**src/rtl/alu_pkg.sv**
```systemverilog
// Shared types and constants for the ALU command sequencer and its datapath.
// Latency: n/a (declarations only).  Backpressure: n/a.
package alu_pkg;

    localparam int OP_W   = 3;
    localparam int DATA_W = 8;

    localparam logic [OP_W-1:0] OP_ADD = 3'b000;
    localparam logic [OP_W-1:0] OP_SUB = 3'b001;
    localparam logic [OP_W-1:0] OP_AND = 3'b010;
    localparam logic [OP_W-1:0] OP_OR  = 3'b011;
    localparam logic [OP_W-1:0] OP_XOR = 3'b100;
    localparam logic [OP_W-1:0] OP_NOT = 3'b101;

    typedef enum logic [1:0] {
        IDLE = 2'd0,
        EXEC = 2'd1,
        RESP = 2'd2
    } state_t;

    typedef struct packed {
        logic [DATA_W-1:0] data;
        logic              carry;
        logic              zero;
        logic              err;
    } res_t;

    function automatic logic op_legal(input logic [OP_W-1:0] op);
        return op <= OP_NOT;
    endfunction

endpackage

```
**src/rtl/alu_cmd_sequencer_if.sv**
```systemverilog
// Command and response handshake bundle between a command source and the sequencer.
// Latency: n/a (wires only).  Backpressure: cmd_ready / res_ready.
interface alu_cmd_sequencer_if
    import alu_pkg::*;
#(
    parameter int ADDR_W = 2
);
    logic              cmd_valid;
    logic              cmd_ready;
    logic              cmd_ld;
    logic [OP_W-1:0]   cmd_op;
    logic [ADDR_W-1:0] cmd_dst;
    logic [ADDR_W-1:0] cmd_srca;
    logic [ADDR_W-1:0] cmd_srcb;
    logic [DATA_W-1:0] cmd_imm;

    logic              res_valid;
    logic              res_ready;
    logic [DATA_W-1:0] res_data;
    logic              res_carry;
    logic              res_zero;
    logic              res_err;

    modport master (
        output cmd_valid, cmd_ld, cmd_op, cmd_dst, cmd_srca, cmd_srcb, cmd_imm, res_ready,
        input  cmd_ready, res_valid, res_data, res_carry, res_zero, res_err
    );

    modport slave (
        input  cmd_valid, cmd_ld, cmd_op, cmd_dst, cmd_srca, cmd_srcb, cmd_imm, res_ready,
        output cmd_ready, res_valid, res_data, res_carry, res_zero, res_err
    );
endinterface

```
**src/rtl/alu_8bit.sv**
```systemverilog
// Combinational 8-bit ALU: ADD/SUB/AND/OR/XOR/NOT a, zero result for illegal opcodes.
// Latency: 0 cycles.  Backpressure: none.
module alu_8bit
    import alu_pkg::*;
(
    input  logic [DATA_W-1:0] a,
    input  logic [DATA_W-1:0] b,
    input  logic [OP_W-1:0]   alu_signal,
    output logic [DATA_W-1:0] alu_out,
    output logic              carry
);
    always_comb begin
        alu_out = '0;
        carry   = 1'b0;
        case (alu_signal)
            OP_ADD: {carry, alu_out} = {1'b0, a} + {1'b0, b};
            OP_SUB: begin
                alu_out = a - b;
                carry   = (a < b);   // borrow
            end
            OP_AND: alu_out = a & b;
            OP_OR:  alu_out = a | b;
            OP_XOR: alu_out = a ^ b;
            OP_NOT: alu_out = ~a;
            default: ;
        endcase
    end
endmodule

```
**src/rtl/alu_cmd_sequencer.sv**
```systemverilog
// Register-file front-end for alu_8bit: IDLE accept -> EXEC compute/writeback -> RESP hold.
// Latency: 2 edges from accept to res_valid.  Backpressure: res_valid held until res_ready; cmd_ready only in IDLE.
module alu_cmd_sequencer
    import alu_pkg::*;
#(
    parameter int                REG_COUNT = 4,
    parameter logic [DATA_W-1:0] RESET_VAL = 8'h00,
    localparam int               ADDR_W    = $clog2(REG_COUNT)
)(
    input  logic                 clk,
    input  logic                 rst,
    alu_cmd_sequencer_if.slave   bus,
    input  logic [ADDR_W-1:0]    dbg_addr,
    output logic [DATA_W-1:0]    dbg_data
);
    state_t            state, state_nxt;
    logic [DATA_W-1:0] rf [REG_COUNT];
    logic [DATA_W-1:0] a_q, b_q, imm_q;
    logic [OP_W-1:0]   op_q;
    logic              ld_q;
    logic [ADDR_W-1:0] dst_q;
    res_t              res_q, exec_res;
    logic [DATA_W-1:0] alu_out;
    logic              alu_carry;
    logic              accept;

    alu_8bit u_alu (
        .a          (a_q),
        .b          (b_q),
        .alu_signal (op_q),
        .alu_out    (alu_out),
        .carry      (alu_carry)
    );

    // cmd_ready is gated by rst so it drops combinationally the moment reset asserts
    assign bus.cmd_ready = (state == IDLE) && !rst;
    assign accept        = bus.cmd_valid && bus.cmd_ready;
    assign bus.res_valid = (state == RESP);
    assign bus.res_data  = res_q.data;
    assign bus.res_carry = res_q.carry;
    assign bus.res_zero  = res_q.zero;
    assign bus.res_err   = res_q.err;
    assign dbg_data      = rf[dbg_addr];

    always_comb begin
        state_nxt = state;
        case (state)
            IDLE:    if (accept) state_nxt = EXEC;
            EXEC:    state_nxt = RESP;
            RESP:    if (bus.res_ready) state_nxt = IDLE;
            default: state_nxt = IDLE;
        endcase
    end

    always_comb begin
        exec_res       = '0;
        exec_res.err   = !ld_q && !op_legal(op_q);
        exec_res.data  = ld_q ? imm_q : (exec_res.err ? '0 : alu_out);
        exec_res.carry = !ld_q && !exec_res.err && alu_carry;
        exec_res.zero  = (exec_res.data == '0);
    end

    always_ff @(posedge clk or posedge rst) begin
        if (rst) begin
            state <= IDLE;
        end else begin
            state <= state_nxt;
        end
    end

    always_ff @(posedge clk or posedge rst) begin
        if (rst) begin
            a_q   <= '0;
            b_q   <= '0;
            imm_q <= '0;
            op_q  <= OP_ADD;
            ld_q  <= 1'b0;
            dst_q <= '0;
        end else if (accept) begin
            a_q   <= rf[bus.cmd_srca];
            b_q   <= rf[bus.cmd_srcb];
            imm_q <= bus.cmd_imm;
            op_q  <= bus.cmd_op;
            ld_q  <= bus.cmd_ld;
            dst_q <= bus.cmd_dst;
        end
    end

    // Result and writeback share the EXEC edge, so the next accept already sees the new value
    always_ff @(posedge clk or posedge rst) begin
        if (rst) begin
            res_q <= '0;
            for (int i = 0; i < REG_COUNT; i++) rf[i] <= RESET_VAL;
        end else if (state == EXEC) begin
            res_q <= exec_res;
            if (!exec_res.err) rf[dst_q] <= exec_res.data;
        end
    end
endmodule

```
**src/flat_wrapper.sv**
```systemverilog
// flat-port wrapper written by rule: the top's interface ports become plain ports
module alu_cmd_sequencer_flat import alu_pkg::*;
#(
    parameter int                REG_COUNT = 4,
    parameter logic [DATA_W-1:0] RESET_VAL = 8'h00,
    localparam int               ADDR_W    = $clog2(REG_COUNT)
)
  (clk, rst, dbg_addr, dbg_data, bus_cmd_valid, bus_cmd_ld, bus_cmd_op, bus_cmd_dst, bus_cmd_srca, bus_cmd_srcb, bus_cmd_imm, bus_res_ready, bus_cmd_ready, bus_res_valid, bus_res_data, bus_res_carry, bus_res_zero, bus_res_err);
  alu_cmd_sequencer_if bus_i ();
  input  logic clk;
  input  logic rst;
  input  logic [ADDR_W-1:0] dbg_addr;
  output logic [DATA_W-1:0] dbg_data;
  input wire logic [$bits(bus_i.cmd_valid)-1:0] bus_cmd_valid;
  input wire logic [$bits(bus_i.cmd_ld)-1:0] bus_cmd_ld;
  input wire logic [$bits(bus_i.cmd_op)-1:0] bus_cmd_op;
  input wire logic [$bits(bus_i.cmd_dst)-1:0] bus_cmd_dst;
  input wire logic [$bits(bus_i.cmd_srca)-1:0] bus_cmd_srca;
  input wire logic [$bits(bus_i.cmd_srcb)-1:0] bus_cmd_srcb;
  input wire logic [$bits(bus_i.cmd_imm)-1:0] bus_cmd_imm;
  input wire logic [$bits(bus_i.res_ready)-1:0] bus_res_ready;
  output wire logic [$bits(bus_i.cmd_ready)-1:0] bus_cmd_ready;
  output wire logic [$bits(bus_i.res_valid)-1:0] bus_res_valid;
  output wire logic [$bits(bus_i.res_data)-1:0] bus_res_data;
  output wire logic [$bits(bus_i.res_carry)-1:0] bus_res_carry;
  output wire logic [$bits(bus_i.res_zero)-1:0] bus_res_zero;
  output wire logic [$bits(bus_i.res_err)-1:0] bus_res_err;
  assign bus_i.cmd_valid = bus_cmd_valid;
  assign bus_i.cmd_ld = bus_cmd_ld;
  assign bus_i.cmd_op = bus_cmd_op;
  assign bus_i.cmd_dst = bus_cmd_dst;
  assign bus_i.cmd_srca = bus_cmd_srca;
  assign bus_i.cmd_srcb = bus_cmd_srcb;
  assign bus_i.cmd_imm = bus_cmd_imm;
  assign bus_i.res_ready = bus_res_ready;
  assign bus_cmd_ready = bus_i.cmd_ready;
  assign bus_res_valid = bus_i.res_valid;
  assign bus_res_data = bus_i.res_data;
  assign bus_res_carry = bus_i.res_carry;
  assign bus_res_zero = bus_i.res_zero;
  assign bus_res_err = bus_i.res_err;
  alu_cmd_sequencer #(.REG_COUNT(REG_COUNT), .RESET_VAL(RESET_VAL)) u_core (.clk(clk), .rst(rst), .bus(bus_i), .dbg_addr(dbg_addr), .dbg_data(dbg_data));
endmodule
```
**config.mk**
```make
export PLATFORM = sky130hd
export DESIGN_NAME = alu_cmd_sequencer_flat
export DESIGN_NICKNAME = d
export VERILOG_FILES = /design/src/rtl/alu_pkg.sv /design/src/rtl/alu_cmd_sequencer_if.sv /design/src/rtl/alu_8bit.sv /design/src/rtl/alu_cmd_sequencer.sv /design/src/flat_wrapper.sv
export SDC_FILE = /design/constraint.sdc
export NUM_CORES = 1
export LEC_CHECK = 0
export CAP_MARGIN = 20
export CORE_MARGIN = 2
export CORE_UTILIZATION = 58
export CTS_CLUSTER_DIAMETER = 50
export DETAILED_ROUTE_END_ITERATION = 16
export PLACE_DENSITY = 0.81
export SKIP_LAST_GASP = 1
export SYNTH_ARGS = -nofsm -noshare
export SYNTH_HDL_FRONTEND = slang
export SYNTH_SLANG_ARGS = --single-unit
```
**constraint.sdc**
```tcl
create_clock -name clk -period 2.95 [get_ports clk]
set_input_delay 0.59 -clock clk [delete_from_list [all_inputs] [get_ports clk]]
set_output_delay 0.59 -clock clk [all_outputs]
set_load 0.005 [all_outputs]
```
==> out/results.ini, run 1 <==
[status]
status=completed

[timing]
fmax_mhz=355
skew_ns=0.0138
hold_viol_final=0
finalMaxSlewViolations=0
relSlewSlack=0.457
finalSetupViolCount=0
grt_setup_unrepaired=false
tightest_slew_ns=0.814
finalWorstSetupSlack_ns=0.130
post-route-period-util=0.956
min_period_ns=2.82
tns_ns=0

[cts]
clk_latency_ns=0.36
cts_hold_buf=0
cts-htree-levels=3
cts_sinks=75
clkTransAtPathRegs_ns=0.08
numCtsBuffers=9
cts_tree=done
cts_setup_buffers=0
clk_path_buf_depth=2
cts_resized=0
cts_root_buffer=clkbuf_8

[global_route]
grt.total_usage=0.294
grt_overflow=0
grt_antenna_before_repair=0
grt_pass1_vias=3828
grt_pass1_wl_um=19500
grt_start_max_net_pins=48

[layout]
layout_commonest_cell=dfrtp_1
syn2layout_area_growth_pct=18.5
n_antenna_cell=0
fin_nets=551
drive_gt1_frac=0.194
layout_common_cells=75 x dfrtp_1, 61 x nand2_1, 55 x o21ai_0

[route]
post-route-drc-count=0
wl_per_cell_um=19.5
ant_nets=0
vias_per_cell=6.30
finalWirelength_um=11800
dr.pass1.iters=5
vias=3832
drt-initial-drc-count=283

[setup_path]
critPathLaunch=dbg_addr[0]
crit_arrival_ns=2.23
r2r-start=u_core.b_q[0]
required_ns=2.36
crit_type=input pin to output port
start_kind=input pin
cp_max_fo=8
critPathCaptureType=output port
reg2reg_setup_slack_ns=0.14

[logic_synthesis]
synth.avg_cell_area_sq_um=10.3
synth_cells=447
netlist_area_sq_um=4620
syn_nets=497
synth_xor_area_frac=0.00569
seq_area_frac_synth=0.407
ys_warn_count=0
synthFlopType=dfrtp_1
synth_compound_area_frac=0.169
async_flop_share=1.00
ys_types=56
synth_top_family_by_area=multiplexers
yosys.area_share.adder=0.0737
synth_mux_area_frac=0.173
synth_seq_cells=75
synth-simple-area-share=0.122
synth_edf_count=0

[power_and_ir_drop]
switching_share=0.424
intPower_w=0.00315
p_leak_nw=2.36
combPwrFrac=0.515
power_w=0.00546
pwr_density_cell_nw_per_um2=999
ir_worst_vdd_v=0.000538
seqPwrFrac=0.342
p_clk_frac=0.143
switching_power_w=0.00231

[floorplanning]
rows=32
dieArea_sq_um=8690
die_w_um=93.2
chipHeight_um=93.2
io_pins=45
initial_core_util=0.597
core_sq_um=7730

[run]
drv_cap=0

[placement]
dp_hpwl_um=8730
place_ws_ns=0.130
gp_congestion=1.00
io_buffers=44

[hold_path]
worstHoldStart=u_core.bus.res_data[3]
hold_class=flip-flop to flip-flop

==> routing by layer <==
layer / global-route usage / part of all wire / up-vias / wire length [um]
li1: - / - / 1732 / -
met1: 0.390 / 0.41 / 1901 / 4840
met2: 0.485 / 0.49 / 177 / 5790
met3: 0.0725 / 0.083 / 22 / 980
met4: 0.0797 / 0.020 / 0 / 232
met5: 0 / 0 / - / 0
==> critical path: stages <==
cell	delay, ns
clkdlybuf4s50_1	0.51
buf_12	0.15
mux4_2	0.51
clkdlybuf4s50_1	0.46
==> area by class of cell <==
| class | instances | area (sq um) |
|---|---|---|
| clock buffers | 9 | 124 |
| clock inverters | 7 | 67.6 |
| fillers | 580 | 2260 |
| inverters | 25 | 93.8 |
| multi-input cells | 319 | 2510 |
| flip-flops and latches | 75 | 1880 |
| well taps | 102 | 128 |
| repair buffers | 71 | 668 |
==> path summary, 6_finish.rpt <==
| path | to | depth (start not counted) |
|---|---|---|
| max | dbg_data[6] | 4 |
| min | u_core.bus.res_data[3] | 2 |
| max reg2reg | u_core.bus.res_zero | 9 |
| min reg2reg | u_core.bus.res_data[3] | 2 |
| max in group asynchronous | u_core.rf[22] | 3 |
| min in group asynchronous | u_core.rf[8] | 2 |
==> power groups by stage <==
stage / Combinational (W) / Sequential (W) / Clock, W
after detailed placement: 0.00276 / 0.00188 / 0
after CTS: 0.00278 / 0.00186 / 0.000796
after global routing: 0.00309 / 0.00193 / 0.000834
final: 0.00281 / 0.00187 / 0.000781
after floorplan: 0.00192 / 0.00172 / 0
after global placement: 0.00269 / 0.00185 / 0
==> metrics by stage <==
stage	std cells	util	hold WS (ns)	area, sq um
after detailed placement	592	0.683	0.479	5280
after floorplan	447	-	0.470	4620
after CTS	608	0.708	0.505	5470
after global routing	608	0.708	0.532	5470
after global placement	592	0.683	0.464	5280
final	608	0.708	0.498	5470
==> logic make-up after synthesis <==
kind of cell,Yosys count
AO/OA/AOI/OAI,122
AND/OR/NAND/NOR,121
flip-flops,75
buffers and inverters,53
multiplexers,47
adder cells (fa/ha/maj),26
XOR/XNOR,3
==> Yosys cell counts, types with 2 or more instances <==
cell type	number	area, sq um
a32o_1	2	20.0
nor2b_1	5	31.3
a221oi_1	2	17.5
dfrtp_1	75	1880
a22oi_1	4	30.0
a32oi_1	2	17.5
inv_1	25	93.8
o21a_1	2	15.0
nor3_1	9	45.0
a21oi_1	22	110
a221o_1	2	20.0
nand2b_1	3	18.8
o221ai_1	2	17.5
nand2_1	61	229
xor2_1	2	17.5
clkbuf_1	19	71.3
mux4_2	24	541
buf_4	4	30.0
and2_1	2	12.5
buf_1	3	11.3
a211o_1	3	26.3
fa_1	2	40.0
a31o_2	2	17.5
o22ai_1	5	31.3
buf_6	2	22.5
o21bai_1	5	37.5
o21ai_0	55	275
nand3b_1	3	22.5
nor3b_1	4	30.0
mux2_2	22	248
nand3_1	5	25.0
nor2_1	20	75.1
a221oi_2	2	30.0
o211ai_1	2	15.0
ha_1	24	300
==> sequential cells by signal (all words and copies together) (netlist names) <==
signal                cells
u_core.ld_q               1
u_core.state              2
u_core.bus.res_carry      1
u_core.op_q               3
u_core.bus.res_data       8
u_core.b_q                8
u_core.dst_q              2
u_core.a_q                8
u_core.rf                32
u_core.imm_q              8
u_core.bus.res_zero       1
u_core.bus.res_err        1
(Power assumes the default switching activity.)
==> run 2, diff against run 1 <==
--- a/config.mk
+++ b/config.mk
@@ -10,6 +10,8 @@
 export CORE_UTILIZATION = 58
 export CTS_CLUSTER_DIAMETER = 50
 export DETAILED_ROUTE_END_ITERATION = 16
+export GPL_TIMING_DRIVEN = 0
+export HOLD_SLACK_MARGIN = 0.15
 export PLACE_DENSITY = 0.81
 export SKIP_LAST_GASP = 1
 export SYNTH_ARGS = -nofsm -noshare
==> out/results.ini, run 2 (synthesis results as in run 1) <==
[power_and_ir_drop]
ir_worst_vdd_v=0.000743  ; was 0.000538 V
p_leak_nw=2.30  ; was 2.36 nW
pwr_density_cell_nw_per_um2=1040  ; was 999 nW/um^2
power_w=0.00564  ; was 0.00546 W

[floorplanning]
initial_core_util=0.597  ; unchanged
die_w_um=93.2  ; unchanged
core_sq_um=7730  ; unchanged
chipHeight_um=93.2  ; unchanged
dieArea_sq_um=8690  ; unchanged
rows=32  ; unchanged
io_pins=45  ; unchanged

[cts]
cts-htree-levels=3  ; unchanged
cts_hold_buf=0  ; unchanged
cts_root_buffer=clkbuf_8  ; unchanged
cts_sinks=75  ; unchanged
clk_path_buf_depth=2  ; unchanged
cts_tree=done  ; unchanged
numCtsBuffers=9  ; unchanged
clk_latency_ns=0.35  ; was 0.36 ns
clkTransAtPathRegs_ns=0.08  ; about the same

[timing]
relSlewSlack=0.260  ; was 0.457
skew_ns=0.0105  ; was 0.0138 ns
min_period_ns=2.82  ; about the same
fmax_mhz=354  ; was 355 MHz
finalWorstSetupSlack_ns=0.128  ; was 0.130 ns
tightest_slew_ns=1.11  ; was 0.814 ns
finalMaxSlewViolations=0  ; unchanged
grt_setup_unrepaired=false  ; unchanged
finalSetupViolCount=0  ; unchanged
hold_viol_final=0  ; unchanged
post-route-period-util=0.957  ; was 0.956

[setup_path]
crit_path_cell_trace=nor2b_1 > o21ai_0 > nor3_1 > clkbuf_1 > nor2_1 > a21oi_1  ; was clkdlybuf4s50_1 > buf_12 > mux4_2 > clkdlybuf4s50_1
r2r-start=u_core.state[1]  ; was u_core.b_q[0]
start_kind=flip-flop  ; was input pin
crit_type=flip-flop to flip-flop  ; was input pin to output port
worstSetupEndpoint=u_core.rf[28]  ; was dbg_data[6]
cp_max_fo=10  ; was 8
required_ns=3.22  ; was 2.36 ns
cp_slowest_cell=nor3_1  ; was clkdlybuf4s50_1
critPathCaptureType=flip-flop  ; was output port
reg2reg_depth=6  ; was 9
critPathMaxStageDelay_ns=0.64  ; was 0.51 ns
rr_endpoint=u_core.rf[28]  ; was u_core.bus.res_zero
critPathLaunch=u_core.state[1]  ; was dbg_addr[0]
crit_arrival_ns=3.09  ; was 2.23 ns
reg2reg_setup_slack_ns=0.13  ; was 0.14 ns

[layout]
n_antenna_cell=0  ; unchanged
fin_nets=551  ; unchanged
drive_gt1_frac=0.163  ; was 0.194
syn2layout_area_growth_pct=17.6  ; was 18.5%
regMostFlops=u_core.rf  ; unchanged
largest_reg_flops=32  ; unchanged
layout_commonest_cell=dfrtp_1  ; unchanged
layout_common_cells=75 x dfrtp_1, 61 x nand2_1, 55 x o21ai_0  ; unchanged

[route]
ant_nets=0  ; unchanged
wl_per_cell_um=20.7  ; was 19.5 um
drt-initial-drc-count=252  ; was 283
vias_per_cell=6.36  ; was 6.30
dr.pass1.iters=5  ; unchanged
finalWirelength_um=12500  ; was 11800 um
vias=3854  ; was 3832
post-route-drc-count=0  ; unchanged

[global_route]
grt_pass1_wl_um=20100  ; was 19500 um
grt_antenna_before_repair=0  ; unchanged
grt_overflow=0  ; unchanged
gr-max-usage-layer=met2  ; unchanged
grtUsageMet1=0.398  ; was 0.390
grt_util_met2=0.509  ; was 0.485
grt.met3_usage=0.0693  ; was 0.0725
grt_pass1_vias=3804  ; was 3828
grt_start_max_net_pins=66  ; was 48
grt.total_usage=0.307  ; was 0.294

[placement]
gp_congestion=0.997  ; was 1.00
dp_hpwl_um=9360  ; was 8730 um
place_ws_ns=0.0653  ; was 0.130 ns
io_buffers=38  ; was 44

[run]
drv_cap=0  ; unchanged

[hold_path]
min_delay_path_depth=2  ; unchanged
hold_class=flip-flop to flip-flop  ; unchanged

[status]
status=completed  ; unchanged

run 2: cell types whose count changed in the layout (fill, tap and decap cells not counted), sizes merged, moves of 2 or more:
cell	previous run	this run
clkbuf	9	29
buf	27	14
clkdlybuf4s50	44	38
inv	30	25
bufinv	0	2
run 2: how the worst min path moves through the flow:
stage | from | to
after detailed placement | u_core.bus.res_data[3] | u_core.bus.res_data[3]
after global placement | u_core.bus.res_data[5] | u_core.bus.res_data[5]
after floorplan | u_core.bus.res_data[5] | u_core.bus.res_data[5]
final | u_core.bus.res_data[5] | u_core.bus.res_data[5]
after CTS | u_core.bus.res_data[3] | u_core.bus.res_data[3]
after global routing | u_core.bus.res_data[3] | u_core.bus.res_data[3]
run 2: worst max-delay path: cells and delay by family, from the launching register on:
kind,cells,cell delay (ns)
DFF,1,0.41
AOI/OAI and AO/OA,2,0.57
buffers and inverters,1,0.46
and+or+nand+nor,3,1.30
run 2: timing repair:
action	4_1_cts	5_1_grt
resized for setup	0	4
setup buffers	0	4
endpoints found under the setup margin	0	7
endpoints found under the hold margin	0	0
run 2: stage by stage:
| step | area [sq um] | cells | hold slack, ns | util | TNS, ns |
|---|---|---|---|---|---|
| after floorplan | 4620 | 447 | 0.470 | - | 0 |
| after global placement | 5120 | 587 | 0.461 | 0.663 | -55.63 |
| after detailed placement | 5150 | 588 | 0.468 | 0.667 | 0 |
| after CTS | 5370 | 602 | 0.487 | 0.695 | 0 |
| after global routing | 5430 | 606 | 0.541 | 0.703 | 0 |
| final | 5430 | 606 | 0.484 | 0.703 | 0 |
run 2: routing by layer:
metal	wire length, um	share of wire
met5	0	0
met4	357	0.028
met3	1050	0.084
met2	6210	0.50
met1	4910	0.39
run 2: power breakdown:
group	internal (W)	switching (W)
logic	0.00137	0.00157
registers	0.00144	0.000384
clock network	0.000492	0.000386
run 2: layout make-up:
type | count | area, sq um
plain buffers | 28 | 135
clock buffers | 10 | 138
clock inverters | 4 | 76.3
fillers | 571 | 2300
inverters | 25 | 96.3
multi-input cells | 319 | 2540
flip-flops and latches | 75 | 1880
well taps | 102 | 128
repair buffers | 43 | 438
==> run 3, diff against run 2 <==
--- a/config.mk
+++ b/config.mk
@@ -12,7 +12,7 @@
 export DETAILED_ROUTE_END_ITERATION = 16
 export GPL_TIMING_DRIVEN = 0
 export HOLD_SLACK_MARGIN = 0.15
-export PLACE_DENSITY = 0.81
+export PLACE_DENSITY_LB_ADDON = 0.15
 export SKIP_LAST_GASP = 1
 export SYNTH_ARGS = -nofsm -noshare
 export SYNTH_HDL_FRONTEND = slang
==> out/results.ini, run 3 (synthesis results as in run 1) <==
[status]
status=completed  ; unchanged

[power_and_ir_drop]
p_leak_nw=2.29  ; was 2.30 nW
pwr_density_cell_nw_per_um2=1030  ; was 1040 nW/um^2
power_w=0.00559  ; was 0.00564 W
ir_worst_vdd_v=0.000613  ; was 0.000743 V

[floorplanning]
die_w_um=93.2  ; unchanged
core_sq_um=7730  ; unchanged
dieArea_sq_um=8690  ; unchanged
initial_core_util=0.597  ; unchanged
rows=32  ; unchanged
io_pins=45  ; unchanged
chipHeight_um=93.2  ; unchanged

[global_route]
grt_pass1_vias=3745  ; was 3804
grt_antenna_before_repair=0  ; unchanged
grt_overflow=0  ; unchanged
grt_util_met2=0.454  ; was 0.509
grtUsageMet1=0.422  ; was 0.398
grt.total_usage=0.296  ; was 0.307
grt_pass1_wl_um=19700  ; was 20100 um
gr-max-usage-layer=met2  ; unchanged
grt.met3_usage=0.0580  ; was 0.0693
grt_start_max_net_pins=62  ; was 66

[layout]
drive_gt1_frac=0.157  ; was 0.163
largest_reg_flops=32  ; unchanged
n_antenna_cell=0  ; unchanged
layout.cells.non_filler=604  ; was 606
layout_commonest_cell=dfrtp_1  ; unchanged
layout_common_cells=75 x dfrtp_1, 61 x nand2_1, 55 x o21ai_0  ; unchanged
syn2layout_area_growth_pct=17.2  ; was 17.6%
fin_nets=549  ; was 551
regMostFlops=u_core.rf  ; unchanged

[timing]
grt_setup_unrepaired=false  ; unchanged
whs_ns=0.490  ; was 0.484 ns
fmax_mhz=358  ; was 354 MHz
min_period_ns=2.79  ; was 2.82 ns
tightest_slew_ns=1.02  ; was 1.11 ns
finalWorstSetupSlack_ns=0.159  ; was 0.128 ns
finalMaxSlewViolations=0  ; unchanged
finalSetupViolCount=0  ; unchanged
hold_viol_final=0  ; unchanged
relSlewSlack=0.318  ; was 0.260
skew_ns=0.0107  ; was 0.0105 ns
post-route-period-util=0.946  ; was 0.957

[run]
drv_cap=0  ; unchanged

[setup_path]
critPathCaptureType=output port  ; was flip-flop
start_kind=input pin  ; was flip-flop
crit_arrival_ns=2.20  ; was 3.09 ns
reg2reg_depth=7  ; was 6
required_ns=2.36  ; was 3.22 ns
r2r-start=u_core.op_q[2]  ; was u_core.state[1]
critPathLaunch=dbg_addr[0]  ; was u_core.state[1]
crit_type=input pin to output port  ; was flip-flop to flip-flop
cp_max_fo=8  ; was 10

[hold_path]
hold_class=flip-flop to flip-flop  ; unchanged
min_delay_path_depth=2  ; unchanged
worstHoldStart=u_core.bus.res_data[5]  ; unchanged

[cts]
clkTransAtPathRegs_ns=0.09  ; was 0.08 ns
cts_tree=done  ; unchanged
clk_latency_ns=0.36  ; was 0.35 ns
cts_root_buffer=clkbuf_8  ; unchanged
cts_sinks=75  ; unchanged
numCtsBuffers=9  ; unchanged
clk_path_buf_depth=2  ; unchanged
cts-htree-levels=3  ; unchanged

[placement]
io_buffers=38  ; unchanged
dp_hpwl_um=8740  ; was 9360 um
gp_congestion=0.900  ; was 0.997
place_ws_ns=-0.136  ; was 0.0653 ns
dp_cells=588  ; unchanged

[route]
vias_per_cell=6.23  ; was 6.36
post-route-drc-count=0  ; unchanged
finalWirelength_um=12000  ; was 12500 um
drt-initial-drc-count=243  ; was 252
vias=3765  ; was 3854
wl_per_cell_um=19.8  ; was 20.7 um
ant_nets=0  ; unchanged
dr.pass1.iters=4  ; was 5

-- run 3: changes by cell type in the layout (fill, tap and decap cells not counted) --
cell and delta:
a21oi_2 -1, a21oi_1 +1, buf_4 -2
-- run 3: layout make-up --
type                       count  area (sq um)
timing repair buffer          41           423
inverter                      25          96.3
fill                         600          2310
multi-input combinational    319          2540
tap                          102           128
clock inverter                 4          76.3
clock buffer                  10           138
sequential                    75          1880
buffer                        28           135
-- run 3: layer usage --
layer / vias up / share of wire
met4: 0 / 0.025
li1: 1726 / -
met5: - / 0
met3: 21 / 0.062
met2: 154 / 0.48
met1: 1864 / 0.44
-- run 3: worst max-delay path: stages --
cell and delay (ns):
clkbuf_1 0.53, mux4_2 0.59, clkdlybuf4s50_1 0.48
-- run 3: final timing paths --
path | to | slack [ns]
max | dbg_data[1] | 0.16
min | u_core.bus.res_data[5] | 0.49
max reg2reg | u_core.bus.res_zero | 0.20
min reg2reg | u_core.bus.res_data[5] | 0.49
max in group asynchronous | u_core.rf[17] | 1.85
min in group asynchronous | u_core.imm_q[7] | 0.53
-- run 3: power breakdown --
| group | switching [W] | internal [W] |
|---|---|---|
| clock network | 0.000413 | 0.000492 |
| logic | 0.00154 | 0.00134 |
| registers | 0.000362 | 0.00144 |
-- run 3: through the flow --
stage | utilization | cell area (sq um) | setup TNS, ns
final | 0.700 | 5410 | 0
after detailed placement | 0.667 | 5150 | -0.136
after global placement | 0.663 | 5120 | -57.56
after floorplan | - | 4620 | 0
after CTS | 0.696 | 5380 | 0
after global routing | 0.700 | 5410 | 0
-- run 3: what timing repair did --
item,4_1_cts,5_1_grt
gates resized for setup,1,2
hold buffers,0,0
setup endpoints to repair,1,10
pin swaps,0,1
buffers inserted,0,2
